`src/rtl/cd_multi_divider.sv`:
```
// cd_multi_divider: N-channel programmable clock divider with a shared config port.
// Each channel divides clk by 2*(limit+1). A new limit is staged in a shadow register
// and applied only at a falling boundary of clk_out, so no output pulse is ever cut short
// by a limit change. An enable-mask register gates each channel.
// Optional feature macro: CDM_TICK_EN adds the tick output (one pulse per rising clk_out).
module cd_multi_divider #(
   parameter int                NUM_CH            = 4,
   parameter int                WIDTH_LIMIT       = 24,
   parameter int                WIDTH_CONFIG_ADDR = 4,
   parameter int                WIDTH_CONFIG_DATA = 24,
   parameter int                RST_LIMIT         = 1,
   parameter logic [NUM_CH-1:0] RST_EN            = '1
) (
   input  logic                         clk,
   input  logic                         rst,
   input  logic [WIDTH_CONFIG_ADDR-1:0] c_addr,
   input  logic [WIDTH_CONFIG_DATA-1:0] c_data,
   input  logic                         c_valid,
   output logic                         c_ready,
   output logic                         c_err,
`ifdef CDM_TICK_EN
   output logic [NUM_CH-1:0]            clk_out,
   output logic [NUM_CH-1:0]            tick
`else
   output logic [NUM_CH-1:0]            clk_out
`endif
);

   // Address of the enable-mask register; channel limits occupy 0..NUM_CH-1.
   localparam logic [WIDTH_CONFIG_ADDR-1:0] ADDR_EN  = WIDTH_CONFIG_ADDR'(NUM_CH);
   localparam logic [WIDTH_LIMIT-1:0]       LIMIT_RV = WIDTH_LIMIT'(RST_LIMIT);

   logic [NUM_CH-1:0]      en;
   logic [NUM_CH-1:0]      pending;
   logic [WIDTH_LIMIT-1:0] cnt    [NUM_CH];
   logic [WIDTH_LIMIT-1:0] limit  [NUM_CH];
   logic [WIDTH_LIMIT-1:0] shadow [NUM_CH];
   logic                   busy;
   logic                   accept;

   // Back-pressure a limit write while that channel still has an unapplied shadow.
   always_comb begin
      // NOTE: every variable gets a default first so no path leaves it unassigned (no latch).
      busy = 1'b0;
      for (int i = 0; i < NUM_CH; i++) begin
         if (pending[i] && (c_addr == WIDTH_CONFIG_ADDR'(i))) busy = 1'b1;
      end
      c_ready = ~rst & ~busy;
   end

   assign accept = c_valid & c_ready;

   // Enable mask register and out-of-range error pulse.
   always_ff @(posedge clk) begin
      // NOTE: sequential state uses non-blocking assignments so all registers update together.
      if (rst) begin
         en    <= RST_EN;
         c_err <= 1'b0;
      end else begin
         c_err <= accept && (c_addr > ADDR_EN);
         if (accept && (c_addr == ADDR_EN)) en <= c_data[NUM_CH-1:0];
      end
   end

   // Per-channel counter, output toggle, shadow staging and glitch-free limit apply.
   always_ff @(posedge clk) begin
      if (rst) begin
         // NOTE: these arrays are control state with defined reset values, so they are reset
         // explicitly; they are small register files, not RAM.
         for (int i = 0; i < NUM_CH; i++) begin
            cnt[i]    <= '0;
            limit[i]  <= LIMIT_RV;
            shadow[i] <= LIMIT_RV;
         end
         pending <= '0;
         clk_out <= '0;
`ifdef CDM_TICK_EN
         tick    <= '0;
`endif
      end else begin
         for (int i = 0; i < NUM_CH; i++) begin
`ifdef CDM_TICK_EN
            tick[i] <= en[i] && (cnt[i] == limit[i]) && !clk_out[i];
`endif
            if (en[i]) begin
               if (cnt[i] == limit[i]) begin
                  cnt[i]     <= '0;
                  clk_out[i] <= ~clk_out[i];
                  // Falling boundary: the old period is complete, safe to switch limits.
                  if (clk_out[i] && pending[i]) begin
                     limit[i]   <= shadow[i];
                     pending[i] <= 1'b0;
                  end
               end else begin
                  cnt[i] <= cnt[i] + WIDTH_LIMIT'(1);
               end
            end else begin
               cnt[i]     <= '0;
               clk_out[i] <= 1'b0;
               if (pending[i]) begin
                  limit[i]   <= shadow[i];
                  pending[i] <= 1'b0;
               end
            end
            // A write is never accepted while pending is set, so it cannot collide with an apply.
            if (accept && (c_addr == WIDTH_CONFIG_ADDR'(i))) begin
               shadow[i]  <= c_data[WIDTH_LIMIT-1:0];
               pending[i] <= 1'b1;
            end
         end
      end
   end

endmodule

```
`config.mk`:
```
export PLATFORM = sky130hd
export DESIGN_NAME = cd_multi_divider
export DESIGN_NICKNAME = d
export VERILOG_FILES = /design/src/rtl/cd_multi_divider.sv
export SDC_FILE = /design/constraint.sdc
export NUM_CORES = 1
export LEC_CHECK = 0
export BUFFER_PORTS_ARGS = -buffer_cell sky130_fd_sc_hd__buf_2
export CAP_MARGIN = 10
export CORE_ASPECT_RATIO = 1.75
export CORE_UTILIZATION = 45
export CTS_BUF_LIST = sky130_fd_sc_hd__clkbuf_16
export CTS_CLUSTER_DIAMETER = 40
export DETAILED_ROUTE_END_ITERATION = 10
export PLACE_DENSITY = 0.64
export SETUP_SLACK_MARGIN = 0.02
export SYNTH_ARGS = -nofsm -noshare
export SYNTH_HDL_FRONTEND = slang
export SYNTH_SLANG_ARGS = --single-unit
```
`constraint.sdc`:
```
create_clock -name clk -period 2.6 [get_ports clk]
set_clock_uncertainty 0.1 [all_clocks]
set_input_delay 0.52 -clock clk [delete_from_list [all_inputs] [get_ports clk]]
set_output_delay 0.52 -clock clk [all_outputs]
set_load 0.03 [all_outputs]
```
After elaboration in Yosys (flattened, before gate mapping)
Memories as Yosys holds them, arrays and structs flattened.
Index checks and enable logic that the tools add are counted.
- magnitude comparators: 1
- reduce and logical (&&, ||, !) cells: 23
- bitwise logic cells: 36
- $add $sub $neg: 4
- equal/unequal tests: 16
- multiplexer cells: 138
- operators with widths (operator ; number):
    24-bit 2-to-1 mux ; 24
    1-bit 2-to-1 mux ; 114
    24-bit by 1-bit adder with 24-bit output (second input constant) ; 4
    24-bit equality test ; 4
    3-bit by 1-bit != test with 1-bit output (second input constant) ; 8
    1-bit bitwise OR ; 24
    1-bit logical AND ; 14
    1-bit NOT ; 10
    4-bit by 2-bit equality test with 1-bit output (second input constant) ; 2
    2-bit AND reduction ; 4
    2-bit OR reduction ; 4
    4-bit by 1-bit equality test with 1-bit output (second input constant) ; 1
    4-bit by 3-bit equality test with 1-bit output (second input constant) ; 1
    4-bit by 3-bit greater-than comparator with 1-bit output (second input constant) ; 1
    4-bit zero test ; 1
    1-bit AND ; 2
- bits in registers: 13
- output and inout port bits: 6
- logic and storage cells: 231
- RAM bits: 288
- bits of input ports: 31
- memories: 3
- memories (memory ; depth ; width ; rd ports ; clocked after Yosys merged registers in ; write ports ; RTL line ; RTL):
    cnt ; 4 ; 24 ; 4 ; 0 ; 4 ; 35 ; logic [WIDTH_LIMIT-1:0] cnt [NUM_CH];
    limit ; 4 ; 24 ; 4 ; 0 ; 4 ; 36 ; logic [WIDTH_LIMIT-1:0] limit [NUM_CH];
    shadow ; 4 ; 24 ; 4 ; 0 ; 4 ; 37 ; logic [WIDTH_LIMIT-1:0] shadow [NUM_CH];

Depth between registers and ports, before layout
- depth in word-level cells: 14
- gate-level depth with buffers: 7
- mapped depth without buffers: 6

Worst setup path after synthesis
No wires, ideal clock.
- kind: reg-to-reg
- start point: memory cnt[3][6]
- end point: memory limit[3][0] (enable)
- path buffers: 1
- path slack: 10 ps
- arrival: 2109 ps
- library setup time: 381 ps
- required time: 2119 ps
- stages on the path, launching flop included: 7
- period minus slack after synthesis: 2590 ps
- cells stage by stage: edfxtp_1 -> xor2_1 -> nor4_1 -> and4_1 -> a41oi_4 -> buf_6 -> nand2_1
- RTL lines (element ; RTL line):
    from (decl) ; 35
    to (decl) ; 36

Worst setup path in the final report
- start point: register pending[0]
- end point: output c_ready
- cells in the longest elaborated chain, start to end: 7
- ends and longest elaborated chain (element ; RTL line ; RTL):
    from (decl) ; 34 ; logic [NUM_CH-1:0] pending;
    from (signal assigned) ; 75 ; pending <= '0;
    from (signal, indexed assignment) ; 92 ; pending[i] <= 1'b0;
    from (signal, indexed assignment) ; 102 ; pending[i] <= 1'b0;
    1-bit logical AND ; 46 ; if (pending[i] && (c_addr == WIDTH_CONFIG_ADDR'(i))) busy = 1'b1;
    1-bit 2-to-1 mux (4 in a row) ; 46 ;
    1-bit NOT ; 48 ; c_ready = ~rst & ~busy;
    1-bit AND ; 48 ;
    to (decl) ; 19 ; output logic c_ready,
Every way passes these cells.

==> results by group <==
Synthesis
  – Post-synth ARST share: 0%
  – Synth Register Bits: 301
  – Post-Syn Area: 0.0142 mm2
  – Synth Flop Type: edfxtp_1
  – Post-Syn Area per Cell: 13.1 um2
  – Syn Inst Count: 1084
  – EDFF count, synth: 288
  – Synth warn: 0
  – Sequential fraction of the synthesis area: 62.6%
  – Library cells used by synthesis: 49

Critical path
  – Setup crit end kind: output pin
  – CP Class: reg2out
  – Critical-path maximum fanout: 6
  – Worst endpoint required time: 1980 ps
  – CP arrival: 1850 ps
  – Critical Path Start Type: flip-flop
  – R2r setup slk: 190 ps
  – Worst reg2reg path startpoint: cnt[1][17]
  – Cells on worst reg2reg path: 7
  – FF-to-FF End: limit[1][14]

STA
  – Slew HR: 66.1%
  – RSZ-0062 raised after global routing: false
  – Setup TNS: 0 ps
  – Final Cycle Share: 95.0%
  – Fin. Hold Viols: 0
  – Final Setup Violations: 0
  – Final slew viol count: 0
  – FMAX: 405 MHz
  – Final period demand of the worst path: 2470 ps
  – Slew @ Worst Pin: 508 ps

Layout
  – Nets: 1286
  – Most frequent cells in the layout: edfxtp_1, xor2_1, and2_1
  – Area grow syn2layout: 16.3%
  – Filler cells: 2591
  – Share of cells above drive strength 1: 15.0%
  – Leading cell type in the layout, fill and taps excluded: edfxtp_1
  – Post-route cell area: 0.0165 mm2
  – Diodes inserted: 0

CTS
  – Num CTS Buffers: 34
  – Root Driver: clkbuf_16
  – Total clock sinks: 301
  – Hold-fix buffers at CTS: 0
  – Clock-pin slew on the worst setup and hold paths: 60 ps
  – CTS Buffer Depth: 3
  – Postcts setup bufs: 0
  – Resized cells post-CTS: 0
  – Clk_lat worst skew: 520 ps
  – # H-tree levels: 2
  – CTS tree: built

Route
  – DRC Markers: 0
  – Vias/cell: 5.03
  – WL per Instance: 17.6 um
  – Routed Antenna Nets: 0
  – Drt initial violations: 453
  – First drt pass iteration count: 4
  – WL final: 29300 um
  – Vias: 8384

GRT
  – Antenna violations before repair: 1
  – Global-route wire length before repair: 45900 um
  – Grt ovf: 0
  – Vias in the first global route: 8371
  – GRT Overall Usage: 19.3%
  – Largest net degree at the start of global routing: 34

Die
  – Die H: 237 um
  – Die Wd: 136 um
  – Num rows: 85
  – I/O pins: 37
  – CORE AREA: 0.0309 mm2
  – Initial core utilization: 46.0%
  – Full die area: 0.0324 mm2

Placed design
  – Hpwl dp: 21300 um
  – Cell area after placement: 0.0154 mm2
  – Routability cong.: 0.794
  – IO Port Bufs: 36

Pwr
  – Lkg Pwr: 6.15 nW
  – Sw Ratio: 22.8%
  – Peak supply drop: 0.566 mV
  – Sw power: 2.53 mW
  – Int Power: 8.56 mW
  – Clock share of power: 43.1%
  – Combinational share of power: 5.3%
  – Seq pwr share: 51.6%
  – Pwr Density: 670 mW/mm2

Min path
  – Hold Crit Class: in2reg
  – Min-Delay Endpoint: c_err
  – HP Start: c_addr[3]
  – Hold depth: 2

Flow run
  – Maxcap violations: 0

Status
  – Status: finished clean
==> sequential cells by signal, summed over array words and instances, names as in the netlist <==
register	count
limit	96
en	4
shadow	96
pending	4
clk_out	4
c_err	1
cnt	96
==> final cells by class <==
| class | instances | area (um2) | share of cell area, % |
|---|---|---|---|
| Clock buffer | 35 | 876 | 5.29 |
| Inverter | 11 | 41.3 | 0.250 |
| Clock inverter | 26 | 243 | 1.47 |
| Multi-Input combinational cell | 827 | 5430 | 32.8 |
| Timing Repair Buffer | 76 | 556 | 3.36 |
| Tap cell | 391 | 489 | 2.96 |
| Sequential cell | 301 | 8910 | 53.8 |
==> routing by layer <==
| metal | vias up | track usage [%] | routed length [um] |
|---|---|---|---|
| met3 | 58 | 3.01 | 1190 |
| met2 | 155 | 35.2 | 15800 |
| met1 | 4062 | 21.7 | 11000 |
| met4 | 0 | 8.82 | 1230 |
| li1 | 4109 | - | - |
| met5 | - | 0 | 0 |
==> logic make-up after synthesis <==
family	synth area share (%)
simple gates	21.7
flops	62.6
xor+xnor	11.3
buf+inv	1.83
compound gates	1.76
mux	0.440
fa+ha+maj	0.352
other cells	0.0263
==> how the worst max path moves through the flow <==
stage / slack (ps) / from / end
floorplan: 120 / cnt[0][6] / limit[0][0]
global placement: 190 / cnt[1][17] / limit[1][22]
detailed placement: 220 / cnt[1][17] / limit[1][20]
CTS: 130 / pending[0] / c_ready
global route: 30 / cnt[2][18] / limit[2][2]
finish: 130 / pending[0] / c_ready
==> synth_stat cells, types with 2 or more instances <==
cell type  number  area, um2
nand2_1        35        131
nor2b_1         9       56.3
and2_1        146        913
o21ai_2         3       26.3
a311o_1         3       30.0
edfxtp_1      288       8650
nor2_1        118        443
o21a_1          2       15.0
and3_1         10       62.6
buf_6           5       56.3
nor3b_2        40        500
a31o_2          3       26.3
ha_1            4       50.1
clkbuf_1       17       63.8
a21oi_1         2       10.0
mux2i_1         4       40.0
nand3_1        35        175
nor4_2          3       37.5
a41oi_4         2       55.1
inv_1          10       37.5
or2_2           5       31.3
a21boi_1        3       22.5
buf_4           4       30.0
or3_1           7       43.8
nor3b_1         8       60.1
and4_1         16        140
nand4_1        32        200
nand2b_1        6       37.5
xor2_1        149       1310
xnor2_1        34        298
nor4_1         29        181
buf_2          13       65.1
nor3_1          7       35.0
o21ai_0         5       25.0
dfxtp_1        13        260
==> worst max-delay path, stage by stage, from the launching register on <==
cell     delay [ps]
dfxtp_1         390
mux4_2          500
a21oi_1         220
buf_2           230
==> power groups by stage <==
stage	Combinational (mW)	Clock (mW)	Sequential (mW)
after global routing	0.644	5.07	5.74
after global placement	0.577	0	5.82
after CTS	0.591	4.89	5.72
after detailed placement	0.588	0	5.82
after floorplan	0.380	0	5.76
final	0.587	4.78	5.72
==> metrics by stage <==
stage	hold WS, ps	setup slack (ps)	power [mW]	std cells	utilization [%]
after CTS	264	127	11.2	1667	53.5
final	299	130	11.1	1667	53.5
after detailed placement	388	222	6.41	1606	49.8
after global placement	383	191	6.40	1606	49.8
after floorplan	360	124	6.14	1179	-
after global routing	287	30.1	11.5	1667	53.5
(Power assumes the default switching activity.)
